--- config.mk ---
export PLATFORM = sky130hd
export DESIGN_NAME = uart_rx_ctrl_flat
export DESIGN_NICKNAME = d
export VERILOG_FILES = /design/src/rtl/uart_pkg.sv /design/src/rtl/uart_rx_ctrl_if.sv /design/src/rtl/uart_rx_fifo.sv /design/src/rtl/uart_rx_ctrl.sv /design/src/flat_wrapper.sv
export SDC_FILE = /design/constraint.sdc
export NUM_CORES = 1
export LEC_CHECK = 0
export ABC_CLOCK_PERIOD_IN_PS = 2350
export CAP_MARGIN = 15
export CORE_UTILIZATION = 53
export CTS_BUF_LIST = sky130_fd_sc_hd__clkbuf_16
export CTS_CLUSTER_DIAMETER = 200
export DETAILED_ROUTE_END_ITERATION = 16
export GPL_ROUTABILITY_DRIVEN = 0
export GPL_TIMING_DRIVEN = 0
export PLACE_DENSITY = 0.84
export SLEW_MARGIN = 5
export SYNTH_ARGS = -nofsm -noshare
export SYNTH_HDL_FRONTEND = slang
export SYNTH_SLANG_ARGS = --single-unit
--- constraint.sdc ---
create_clock -name PCLK -period 2.35 [get_ports PCLK]
set_input_delay 0.3525 -clock PCLK [delete_from_list [all_inputs] [get_ports PCLK]]
set_output_delay 0.3525 -clock PCLK [all_outputs]
set_load 0.05 [all_outputs]
--- src/rtl/uart_pkg.sv ---
// Shared types and constants for the UART receive controller.
// Optional feature macro: UART_RX_PARITY_DROP_EN (drop bytes that fail parity).
package uart_pkg;

  localparam int unsigned DIV_W    = 12;
  localparam logic [11:0] DIV_MIN  = 12'd4;
  localparam int unsigned HOLD_CYC = 2;
  localparam int unsigned DATA_W   = 8;

  typedef enum logic {
    ST_HOLD = 1'b0,
    ST_RUN  = 1'b1
  } state_e;

  typedef struct packed {
    logic              perr;
    logic [DATA_W-1:0] data;
  } rx_entry_t;

`ifdef UART_RX_PARITY_DROP_EN
  localparam int unsigned ENTRY_W = DATA_W;
`else
  localparam int unsigned ENTRY_W = $bits(rx_entry_t);
`endif

endpackage

--- src/rtl/uart_rx_ctrl_if.sv ---
// Receiver-side and host-side signals of the UART receive controller.
interface uart_rx_ctrl_if
  import uart_pkg::*;
#(
  parameter int unsigned LVL_W = 5
);
  logic              RX_READY;
  logic [DATA_W-1:0] RX_DATA;
  logic              RX_PARITY_OK;
  logic              RX_RST;
  logic [DIV_W-1:0]  WORK_FR;
  logic              CFG_WR;
  logic [DIV_W-1:0]  CFG_DIV;
  logic              POP;
  logic [DATA_W-1:0] RD_DATA;
  logic              RD_PERR;
  logic              EMPTY;
  logic              FULL;
  logic [LVL_W-1:0]  LEVEL;
  logic              CLR_ERR;
  logic              OVERRUN;
  logic              PARITY_ERR;
  logic              TIMEOUT;

  // Driver side: receiver model plus host.
  modport master (
    output RX_READY, RX_DATA, RX_PARITY_OK, CFG_WR, CFG_DIV, POP, CLR_ERR,
    input  RX_RST, WORK_FR, RD_DATA, RD_PERR, EMPTY, FULL, LEVEL,
           OVERRUN, PARITY_ERR, TIMEOUT
  );

  // Controller side.
  modport slave (
    input  RX_READY, RX_DATA, RX_PARITY_OK, CFG_WR, CFG_DIV, POP, CLR_ERR,
    output RX_RST, WORK_FR, RD_DATA, RD_PERR, EMPTY, FULL, LEVEL,
           OVERRUN, PARITY_ERR, TIMEOUT
  );
endinterface

--- src/rtl/uart_rx_fifo.sv ---
// Synchronous first-word-fall-through FIFO for received bytes.
module uart_rx_fifo #(
  parameter int unsigned DEPTH = 16,
  parameter int unsigned WIDTH = 9
) (
  input  logic                       PCLK,
  input  logic                       RESET,
  input  logic                       i_push,
  input  logic                       i_pop,
  input  logic [WIDTH-1:0]           i_wdata,
  output logic [WIDTH-1:0]           o_rdata,
  output logic                       o_full,
  output logic                       o_empty,
  output logic [$clog2(DEPTH):0]     o_level
);
  localparam int unsigned PTR_W = $clog2(DEPTH);
  localparam int unsigned LVL_W = PTR_W + 1;

  logic [WIDTH-1:0] r_mem [DEPTH];
  logic [PTR_W-1:0] r_wr_ptr;
  logic [PTR_W-1:0] r_rd_ptr;
  logic [LVL_W-1:0] r_count;
  logic             w_do_push;
  logic             w_do_pop;

  // Pop only when data exists; push when room exists or the head leaves this cycle.
  assign w_do_pop  = i_pop && (r_count != '0);
  assign w_do_push = i_push && ((r_count != LVL_W'(DEPTH)) || w_do_pop);

  // Pointer and occupancy bookkeeping.
  always_ff @(posedge PCLK) begin
    if (RESET) begin
      r_wr_ptr <= '0;
      r_rd_ptr <= '0;
      r_count  <= '0;
    end else begin
      if (w_do_push) r_wr_ptr <= r_wr_ptr + PTR_W'(1);
      if (w_do_pop)  r_rd_ptr <= r_rd_ptr + PTR_W'(1);
      case ({w_do_push, w_do_pop})
        2'b10:   r_count <= r_count + LVL_W'(1);
        2'b01:   r_count <= r_count - LVL_W'(1);
        default: r_count <= r_count;
      endcase
    end
  end

  // Storage array; contents need no reset since the head is masked when empty.
  always_ff @(posedge PCLK) begin
    if (w_do_push) r_mem[r_wr_ptr] <= i_wdata;
  end

  assign o_empty = (r_count == '0);
  assign o_full  = (r_count == LVL_W'(DEPTH));
  assign o_level = r_count;
  assign o_rdata = o_empty ? '0 : r_mem[r_rd_ptr];

endmodule

--- src/rtl/uart_rx_ctrl.sv ---
// UART receive controller: divisor ownership, receiver hold, byte FIFO, sticky status.
// Optional feature macro: UART_RX_PARITY_DROP_EN (drop bytes that fail parity).
module uart_rx_ctrl
  import uart_pkg::*;
#(
  parameter int unsigned      DEPTH       = 16,
  parameter logic [DIV_W-1:0] DEFAULT_DIV = 12'd867,
  parameter int unsigned      IDLE_BITS   = 40
) (
  input  logic         PCLK,
  input  logic         RESET,
  uart_rx_ctrl_if.slave bus
);
  localparam int unsigned LVL_W  = $clog2(DEPTH) + 1;
  localparam int unsigned IDLE_W = $clog2(IDLE_BITS + 1);

  state_e             r_state, w_state_nxt;
  logic               r_hold_cnt, w_hold_cnt_nxt;
  logic               r_rx_rst, w_rx_rst_nxt;
  logic [DIV_W-1:0]   r_work_fr;
  logic [DIV_W-1:0]   r_tick;
  logic [IDLE_W-1:0]  r_idle;
  logic               r_overrun, r_parity_err, r_timeout;
  logic               w_accept, w_push_req, w_tick, w_clr_timer;
  logic               w_full, w_empty;
  logic [LVL_W-1:0]   w_level;
  logic [ENTRY_W-1:0] w_wdata, w_rdata;
  logic               w_ovr_set, w_perr_set, w_to_set;

  assign w_accept    = bus.RX_READY && (r_state == ST_RUN);
  assign w_clr_timer = w_accept || bus.CFG_WR;

  // State register for the hold/run machine.
  always_ff @(posedge PCLK) begin
    if (RESET) begin
      r_state    <= ST_HOLD;
      r_hold_cnt <= 1'b0;
      r_rx_rst   <= 1'b1;
    end else begin
      r_state    <= w_state_nxt;
      r_hold_cnt <= w_hold_cnt_nxt;
      r_rx_rst   <= w_rx_rst_nxt;
    end
  end

  // Next state: hold the receiver for HOLD_CYC cycles; a divisor write restarts the hold.
  always_comb begin
    w_state_nxt    = r_state;
    w_hold_cnt_nxt = r_hold_cnt;
    w_rx_rst_nxt   = 1'b0;
    case (r_state)
      ST_HOLD: begin
        if (r_hold_cnt == 1'(HOLD_CYC - 1)) begin
          w_state_nxt    = ST_RUN;
          w_hold_cnt_nxt = 1'b0;
        end else begin
          w_hold_cnt_nxt = r_hold_cnt + 1'b1;
        end
      end
      ST_RUN:  w_state_nxt = ST_RUN;
      default: w_state_nxt = ST_HOLD;
    endcase
    if (bus.CFG_WR) begin
      w_state_nxt    = ST_HOLD;
      w_hold_cnt_nxt = 1'b0;
    end
    w_rx_rst_nxt = (w_state_nxt == ST_HOLD);
  end

  // Divisor register with a floor so the receiver always has a usable bit period.
  always_ff @(posedge PCLK) begin
    if (RESET)           r_work_fr <= DEFAULT_DIV;
    else if (bus.CFG_WR) r_work_fr <= (bus.CFG_DIV < DIV_MIN) ? DIV_MIN : bus.CFG_DIV;
  end

  assign w_tick = (r_tick >= r_work_fr);

  // Bit-period tick and saturating idle counter, both restarted by activity.
  always_ff @(posedge PCLK) begin
    if (RESET || w_clr_timer) begin
      r_tick <= '0;
      r_idle <= '0;
    end else begin
      r_tick <= w_tick ? '0 : r_tick + DIV_W'(1);
      if (w_tick && (r_idle != IDLE_W'(IDLE_BITS))) r_idle <= r_idle + IDLE_W'(1);
    end
  end

`ifdef UART_RX_PARITY_DROP_EN
  assign w_push_req  = w_accept && bus.RX_PARITY_OK;
  assign w_wdata     = bus.RX_DATA;
  assign bus.RD_DATA = w_rdata;
  assign bus.RD_PERR = 1'b0;
`else
  rx_entry_t w_entry_in, w_entry_out;
  assign w_push_req  = w_accept;
  assign w_entry_in  = '{perr: !bus.RX_PARITY_OK, data: bus.RX_DATA};
  assign w_wdata     = w_entry_in;
  assign w_entry_out = rx_entry_t'(w_rdata);
  assign bus.RD_DATA = w_entry_out.data;
  assign bus.RD_PERR = w_entry_out.perr;
`endif

  uart_rx_fifo #(
    .DEPTH (DEPTH),
    .WIDTH (ENTRY_W)
  ) u_fifo (
    .PCLK    (PCLK),
    .RESET   (RESET),
    .i_push  (w_push_req),
    .i_pop   (bus.POP),
    .i_wdata (w_wdata),
    .o_rdata (w_rdata),
    .o_full  (w_full),
    .o_empty (w_empty),
    .o_level (w_level)
  );

  assign w_ovr_set  = w_push_req && w_full && !bus.POP;
  assign w_perr_set = w_accept && !bus.RX_PARITY_OK;
  assign w_to_set   = w_tick && !w_clr_timer && !w_empty
                      && (r_idle == IDLE_W'(IDLE_BITS - 1));

  // Sticky status flags; a set in the same cycle as a clear takes priority.
  always_ff @(posedge PCLK) begin
    if (RESET) begin
      r_overrun    <= 1'b0;
      r_parity_err <= 1'b0;
      r_timeout    <= 1'b0;
    end else begin
      r_overrun    <= w_ovr_set  || (r_overrun    && !bus.CLR_ERR);
      r_parity_err <= w_perr_set || (r_parity_err && !bus.CLR_ERR);
      r_timeout    <= w_to_set   || (r_timeout    && !bus.CLR_ERR && !bus.POP);
    end
  end

  assign bus.RX_RST     = r_rx_rst | RESET;
  assign bus.WORK_FR    = r_work_fr;
  assign bus.EMPTY      = w_empty;
  assign bus.FULL       = w_full;
  assign bus.LEVEL      = w_level;
  assign bus.OVERRUN    = r_overrun;
  assign bus.PARITY_ERR = r_parity_err;
  assign bus.TIMEOUT    = r_timeout;

endmodule
--- src/flat_wrapper.sv ---
// flat-port wrapper written by rule: the top's interface ports become plain ports
module uart_rx_ctrl_flat import uart_pkg::*;
#(
  parameter int unsigned      DEPTH       = 16,
  parameter logic [DIV_W-1:0] DEFAULT_DIV = 12'd867,
  parameter int unsigned      IDLE_BITS   = 40
)
  (PCLK, RESET, bus_RX_READY, bus_RX_DATA, bus_RX_PARITY_OK, bus_CFG_WR, bus_CFG_DIV, bus_POP, bus_CLR_ERR, bus_RX_RST, bus_WORK_FR, bus_RD_DATA, bus_RD_PERR, bus_EMPTY, bus_FULL, bus_LEVEL, bus_OVERRUN, bus_PARITY_ERR, bus_TIMEOUT);
  uart_rx_ctrl_if bus_i ();
  input  logic PCLK;
  input  logic RESET;
  input wire logic [$bits(bus_i.RX_READY)-1:0] bus_RX_READY;
  input wire logic [$bits(bus_i.RX_DATA)-1:0] bus_RX_DATA;
  input wire logic [$bits(bus_i.RX_PARITY_OK)-1:0] bus_RX_PARITY_OK;
  input wire logic [$bits(bus_i.CFG_WR)-1:0] bus_CFG_WR;
  input wire logic [$bits(bus_i.CFG_DIV)-1:0] bus_CFG_DIV;
  input wire logic [$bits(bus_i.POP)-1:0] bus_POP;
  input wire logic [$bits(bus_i.CLR_ERR)-1:0] bus_CLR_ERR;
  output wire logic [$bits(bus_i.RX_RST)-1:0] bus_RX_RST;
  output wire logic [$bits(bus_i.WORK_FR)-1:0] bus_WORK_FR;
  output wire logic [$bits(bus_i.RD_DATA)-1:0] bus_RD_DATA;
  output wire logic [$bits(bus_i.RD_PERR)-1:0] bus_RD_PERR;
  output wire logic [$bits(bus_i.EMPTY)-1:0] bus_EMPTY;
  output wire logic [$bits(bus_i.FULL)-1:0] bus_FULL;
  output wire logic [$bits(bus_i.LEVEL)-1:0] bus_LEVEL;
  output wire logic [$bits(bus_i.OVERRUN)-1:0] bus_OVERRUN;
  output wire logic [$bits(bus_i.PARITY_ERR)-1:0] bus_PARITY_ERR;
  output wire logic [$bits(bus_i.TIMEOUT)-1:0] bus_TIMEOUT;
  assign bus_i.RX_READY = bus_RX_READY;
  assign bus_i.RX_DATA = bus_RX_DATA;
  assign bus_i.RX_PARITY_OK = bus_RX_PARITY_OK;
  assign bus_i.CFG_WR = bus_CFG_WR;
  assign bus_i.CFG_DIV = bus_CFG_DIV;
  assign bus_i.POP = bus_POP;
  assign bus_i.CLR_ERR = bus_CLR_ERR;
  assign bus_RX_RST = bus_i.RX_RST;
  assign bus_WORK_FR = bus_i.WORK_FR;
  assign bus_RD_DATA = bus_i.RD_DATA;
  assign bus_RD_PERR = bus_i.RD_PERR;
  assign bus_EMPTY = bus_i.EMPTY;
  assign bus_FULL = bus_i.FULL;
  assign bus_LEVEL = bus_i.LEVEL;
  assign bus_OVERRUN = bus_i.OVERRUN;
  assign bus_PARITY_ERR = bus_i.PARITY_ERR;
  assign bus_TIMEOUT = bus_i.TIMEOUT;
  uart_rx_ctrl #(.DEPTH(DEPTH), .DEFAULT_DIV(DEFAULT_DIV), .IDLE_BITS(IDLE_BITS)) u_core (.PCLK(PCLK), .RESET(RESET), .bus(bus_i));
endmodule
==> results_dict.tcl, run 1 <==
set metrics [dict create \
    status "finished with violations" \
    violations "setup timing" \
    r2r_start "u_core.u_fifo.o_level[2]" \
    antenna_found_initial 0 \
    track_usage_pct 22.90 \
    p_leak_nw 3.427 \
    n_antenna_cell 0 \
    hpwl_um 10980 \
    period_needed_ns 2.807 \
    avgRoutedWirePerCell_um 21.96 \
    numCtsBuffers 17 \
    hold_path_class "input pin to flip-flop" \
    relSlewSlack_pct 53.16 \
    dr.pass1.iters 5 \
    async_flop_share_pct 0 \
    final_common_cell "edfxtp_1" \
    clkSinkCount 197 \
    rsz0062_at_grt "yes" \
    finalNetCount 654 \
    root_buffer "clkbuf_16" \
    worstPathArrival_ns 2.45 \
    syn_nets 568 \
    core_area_um2 15200 \
    cts.clk_slew.worst_paths_ns 0.07 \
    min_path_cells 2 \
    ys.warnings.count 0 \
    syn_area_um2 8247 \
    cp-start-kind "flip-flop" \
    synth-main-ff-cell "edfxtp_1" \
    layout-drive-gt1-share_pct 23.70 \
    cp_data_required_time_ns 2.00 \
    dpl.cell_count 761 \
    syn_area_per_cell_um2 15.95 \
    power_mw 10.42 \
    clk_latency_ns 0.43 \
    layout_setup_ws_ns -0.4572 \
    maxSlewViolCount 0 \
    cts-htree-levels 4 \
    synth_edf_count 144 \
    area_delta_synth_final_pct 21.47 \
    netlist-cell-type-count 51 \
    fin_skew_ns 0.01043 \
    drv_cap 0 \
    drc 0 \
    stdcell_area_um2 10020 \
    layout_common_cells "edfxtp_1 (144), dfxtp_1 (49), nor2_1 (45), clkdlybuf4s50_1 (45), mux4_2 (38)" \
    io_buffer_count 56 \
    ios 59 \
    die_x_um 126.7 \
    vdd_drop_max_mv 0.9112 \
    drt_iter0_drc 386 \
    vias_per_cell 5.947 \
    cts_hold_buf 0 \
    yosysSeqAreaShare_pct 65.30 \
    gr-total-overflow 0 \
    ys_ff_latch 197 \
    r2r_cells 10 \
    syn-instance-count 517 \
    clock_path_buffers 2 \
    instances_no_fill 804 \
    rows 45 \
    hp-start "RESET" \
    hold_violations 0 \
    vias 4781 \
    grt_pass1_wl_um 26900 \
    placedInstanceArea_um2 9066 \
    grt_pass1_vias 4871 \
    worstPathMaxFanout 8 \
    ant_nets 0 \
    grt_max_degree 19 \
    die_y_um 126.7 \
    path_class "flip-flop to primary output" \
    die_area_um2 16060 \
    setup_viol 10 \
    crit_path_end_kind "primary output" \
    initial_core_util_pct 54.25 \
    post-route-period-util_pct 119.5 \
    max_freq_mhz 356.2 \
    tightest_slew_ns 0.7025 \
    cts_tree "yes" \
    wirelength_um 17660 \
    pwr_density_cell_nw_per_um2 1041 \
]
metal layers:
metal,up-vias,wire length (um),global-route usage [%]
met5,-,0,0
met4,0,235,7.003
met3,25,922,4.682
met2,194,9318,40.95
met1,2435,7180,28.08
li1,2127,-,-
cells by family (layout without fill, tap and decap cells):
family / count (synthesis) / after routing / share of synthesized area, %
AOI/OAI and AO/OA: 35 / 35 / 2.943
buffers and inverters: 49 / 148 / 3.034
and+or+nand+nor: 135 / 135 / 8.299
xor gates and xnor gates: 23 / 23 / 2.443
adders and majority gates: 24 / 24 / 3.732
muxes: 54 / 54 / 14.25
DFF: 197 / 197 / 65.30
path summary, 6_finish.rpt:
kind,to,slack (ns)
max,bus_RD_DATA[5],-0.46
min,u_core.u_fifo.o_level[1],0.41
max reg2reg,u_core.u_fifo.o_level[4],-0.07
min reg2reg,u_core.r_tick[0],0.49
synth_stat cells (2+ instances only):
library cell	count	area share, %
inv_1	29	1.3
and2_1	3	0.23
nand4_1	4	0.30
nand2_1	27	1.2
nor3_1	6	0.36
nor2_1	57	2.6
o31ai_1	2	0.18
nor4_1	3	0.23
a221o_1	2	0.24
and3_1	2	0.15
buf_12	2	0.49
xor2_1	14	1.5
nand2b_1	3	0.23
mux4_1	19	6.1
ha_1	23	3.5
nand4b_1	2	0.21
buf_4	4	0.36
edfxtp_1	144	52
nand3_1	11	0.67
xnor2_1	9	0.96
mux2i_1	9	1.1
nor2b_4	7	1.2
dfxtp_1	53	13
a21o_1	2	0.18
a31oi_1	2	0.15
o211ai_1	4	0.36
mux4_2	26	7.1
clkbuf_1	11	0.50
nor2b_1	3	0.23
a21oi_1	13	0.79
repair_timing:
item | 4_1_cts | 5_1_grt
resized for setup | 121 | 27
setup endpoints to repair | 157 | 126
pin swaps | 5 | 9
buffers inserted | 4 | 4
cloned | 1 | 2
cell type report:
type | instances | area, um^2
inverter | 30 | 115.1
buffer | 19 | 176.4
multi-input combinational | 271 | 2773
clock inverter | 15 | 143.9
clock buffer | 17 | 425.4
tap | 188 | 235.2
sequential | 197 | 5398
timing repair buffer | 67 | 750.7
fill | 986 | 5185
critical path: stages, from the launching register on:
cell	delay, ns
dfxtp_2	0.35
buf_12	0.17
buf_12	0.14
mux4_2	0.54
mux4_2	0.52
nor2b_4	0.15
buf_6	0.14
through the flow:
step           hold slack (ns)  setup WS, ns  TNS (ns)  util [%]
2_1_floorplan           0.4411       -0.1897   -0.1897         -
3_3_place_gp            0.4599       -0.7943    -93.21     59.64
3_5_place_dp            0.4780       -0.8423   -107.42     59.64
4_1_cts                 0.3971       -0.4625    -4.028     64.50
5_1_grt                 0.4400       -0.5077    -4.592     65.89
6_report                0.4067       -0.4572    -3.988     65.89
sequential cells by signal, summed over array words and instances, names as in the netlist, 4 cells and up, named ones only:
| register | cells |
|---|---|
| u_core.u_fifo.r_wr_ptr | 4 |
| u_core.u_fifo.o_level | 5 |
| u_core.u_fifo.r_rd_ptr | 4 |
| u_core.u_fifo.r_mem | 144 |
| u_core.bus.WORK_FR | 12 |
| u_core.r_tick | 12 |
| u_core.r_idle | 6 |
power by group:
part	internal, mW	leakage, nW	total (mW)	switching (mW)
sequential	3.82	1.73	3.93	0.109
clock	1.49	0.279	2.81	1.32
combinational	1.72	1.42	3.68	1.96
Power figures use the tool's default switching activity.
==> run 2: changes to the inputs <==
- GPL_ROUTABILITY_DRIVEN: 0 -> default
==> results of run 2 <==
The final DEF is identical to that of run 1; final timing and power are the same.
==> run 3: changes to the inputs <==
- GPL_ROUTABILITY_DRIVEN: default -> 0
- TNS_END_PERCENT: default -> 1
==> run 3 against run 2 <==
Compared with the run above:
- the run still ends with setup timing left
- wire length decreased by 1.2%
- clock skew increased by 0.0035 ns
- sequential power barely moved
- global-route usage rose by 0.24 points
- cell count fell by 0.50%
- register-to-register slack got worse by 0.23 ns
- fmax decreased by 0.92%
- critical path type unchanged
- largest cell class unchanged
- largest power group unchanged
==> results_dict.tcl, run 3 (synthesis gave the netlist of run 1 again) <==
set metrics [dict create \
    grt_pass1_wl_um 26690 \
    cp_data_required_time_ns 2.00 \
    area_delta_synth_final_pct 18.92 \
    ios 59 \
    cts_tree "yes" \
    io_buffer_count 56 \
    p_leak_nw 3.391 \
    setup_viol 12 \
    worstPathArrival_ns 2.48 \
    die_y_um 126.7 \
    vdd_drop_max_mv 0.5418 \
    gr-total-overflow 0 \
    initial_core_util_pct 54.25 \
    vias_per_cell 5.899 \
    hpwl_um 11080 \
    finalNetCount 650 \
    hold_violations 0 \
    wirelength_um 17450 \
    worstPathMaxFanout 6 \
    avgRoutedWirePerCell_um 21.81 \
    worst_path_max_delay_cell "mux4_2" \
    layout_common_cells "edfxtp_1 (144), dfxtp_1 (49), nor2_1 (48)" \
    path_cells "buf_12 > buf_6 > mux4_2 > mux4_2 > nor2b_4 > buf_8" \
    vias 4719 \
    rsz0062_at_grt "yes" \
    power_mw 10.29 \
    cts.clk_slew.worst_paths_ns 0.07 \
    maxSlewViolCount 0 \
    path_common_cell "mux4_2" \
    drt_iter0_drc 500 \
    stdcell_area_um2 9807 \
    path_class "flip-flop to primary output" \
    dr.pass1.iters 5 \
    cts_hold_buf 0 \
    hp-start "bus_CFG_WR" \
    die_area_um2 16060 \
    cp-start-kind "flip-flop" \
    core_area_um2 15200 \
    clkSinkCount 197 \
    crit_path_end_kind "primary output" \
    layout_setup_ws_ns -0.4831 \
    post-route-period-util_pct 120.6 \
    max_freq_mhz 353.0 \
    die_x_um 126.7 \
    num-fill-cells 1021 \
    grt_pass1_vias 4804 \
    layout-drive-gt1-share_pct 21.57 \
    max_flop_register "u_core.u_fifo.r_mem" \
    tightest_slew_ns 0.9276 \
    grt_max_degree 19 \
    violations "setup timing" \
    fin_skew_ns 0.01393 \
    placedInstanceArea_um2 9066 \
    antenna_found_initial 1 \
    rows 45 \
    hold_path_class "input pin to flip-flop" \
    relSlewSlack_pct 37.93 \
    drc 0 \
    whs_ns 0.4139 \
    r2r_slack_ns -0.30 \
    period_needed_ns 2.833 \
    track_usage_pct 23.14 \
    cpPeakStageDelay_ns 0.56 \
    root_buffer "clkbuf_16" \
    final_common_cell "edfxtp_1" \
    ant_nets 0 \
    cts-htree-levels 4 \
    dpl.cell_count 762 \
    numCtsBuffers 17 \
    r2r_start "u_core.u_fifo.o_level[0]" \
    n_antenna_cell 0 \
    largest_register_ffs 144 \
    status "finished with violations" \
    clock_path_buffers 2 \
    clk_latency_ns 0.45 \
    pwr_density_cell_nw_per_um2 1049 \
    drv_cap 0 \
    instances_no_fill 800 \
]
run 3: cell types whose count changed in the layout (fill, tap and decap cells not counted), sizes merged:
cell / previous run / this run
buf: 28 / 24
bufinv: 1 / 2
clkbuf: 30 / 29
clkinvlp: 2 / 4
dlygate4sd2: 0 / 1
inv: 38 / 35
run 3: worst paths after layout:
kind / end / cells after the start
max: bus_RD_DATA[4] / 6
min: u_core.bus.WORK_FR[7] / 3
max reg2reg: u_core.u_fifo.o_level[4] / 10
min reg2reg: u_core.bus.PARITY_ERR / 2
run 3: per-layer routing:
metal | GRT usage, % | vias up | routed length, um
met5 | 0 | - | 13
met4 | 12.39 | 2 | 547
met3 | 4.850 | 43 | 1189
met2 | 37.99 | 193 | 8774
met1 | 29.15 | 2364 | 6924
li1 | - | 2117 | -
run 3: power breakdown:
| group | switching [mW] | leakage, nW | internal [mW] |
|---|---|---|---|
| Sequential | 0.109 | 1.73 | 3.81 |
| Combinational | 1.93 | 1.38 | 1.51 |
| Clock | 1.33 | 0.282 | 1.59 |
run 3: final cells by class:
cell class	instances	area (um^2)	area share, %
Multi-Input combinational cell	271	2674	27.26
Tap cell	188	235.2	2.399
Timing Repair Buffer	64	658.1	6.711
Clock buffer	17	425.4	4.338
Buffer	18	142.6	1.454
Inverter	30	112.6	1.148
Clock inverter	15	168.9	1.722
Sequential cell	197	5390	54.96
run 3: critical path, delay by kind of cell, from the launching register on:
| kind | cells | cell delay [ns] |
|---|---|---|
| and+or+nand+nor | 1 | 0.15 |
| DFF | 1 | 0.35 |
| muxes | 2 | 1.08 |
| buffers and inverters | 3 | 0.46 |
run 3: timing repair:
| item | 4_1_cts | 5_1_grt |
|---|---|---|
| gates cloned | 1 | 0 |
| buffers inserted | 7 | 0 |
| endpoints found under the setup margin | 156 | 154 |
| resized for setup | 96 | 21 |
run 3: per-stage QoR:
step	worst slack (ns)	TNS, ns	util [%]
6_report	-0.4831	-4.805	64.51
5_1_grt	-0.5131	-7.199	64.51
4_1_cts	-0.5157	-5.320	64.62
3_5_place_dp	-0.8893	-113.73	59.64
3_3_place_gp	-1.038	-107.28	59.54
2_1_floorplan	-0.1897	-5.065	-
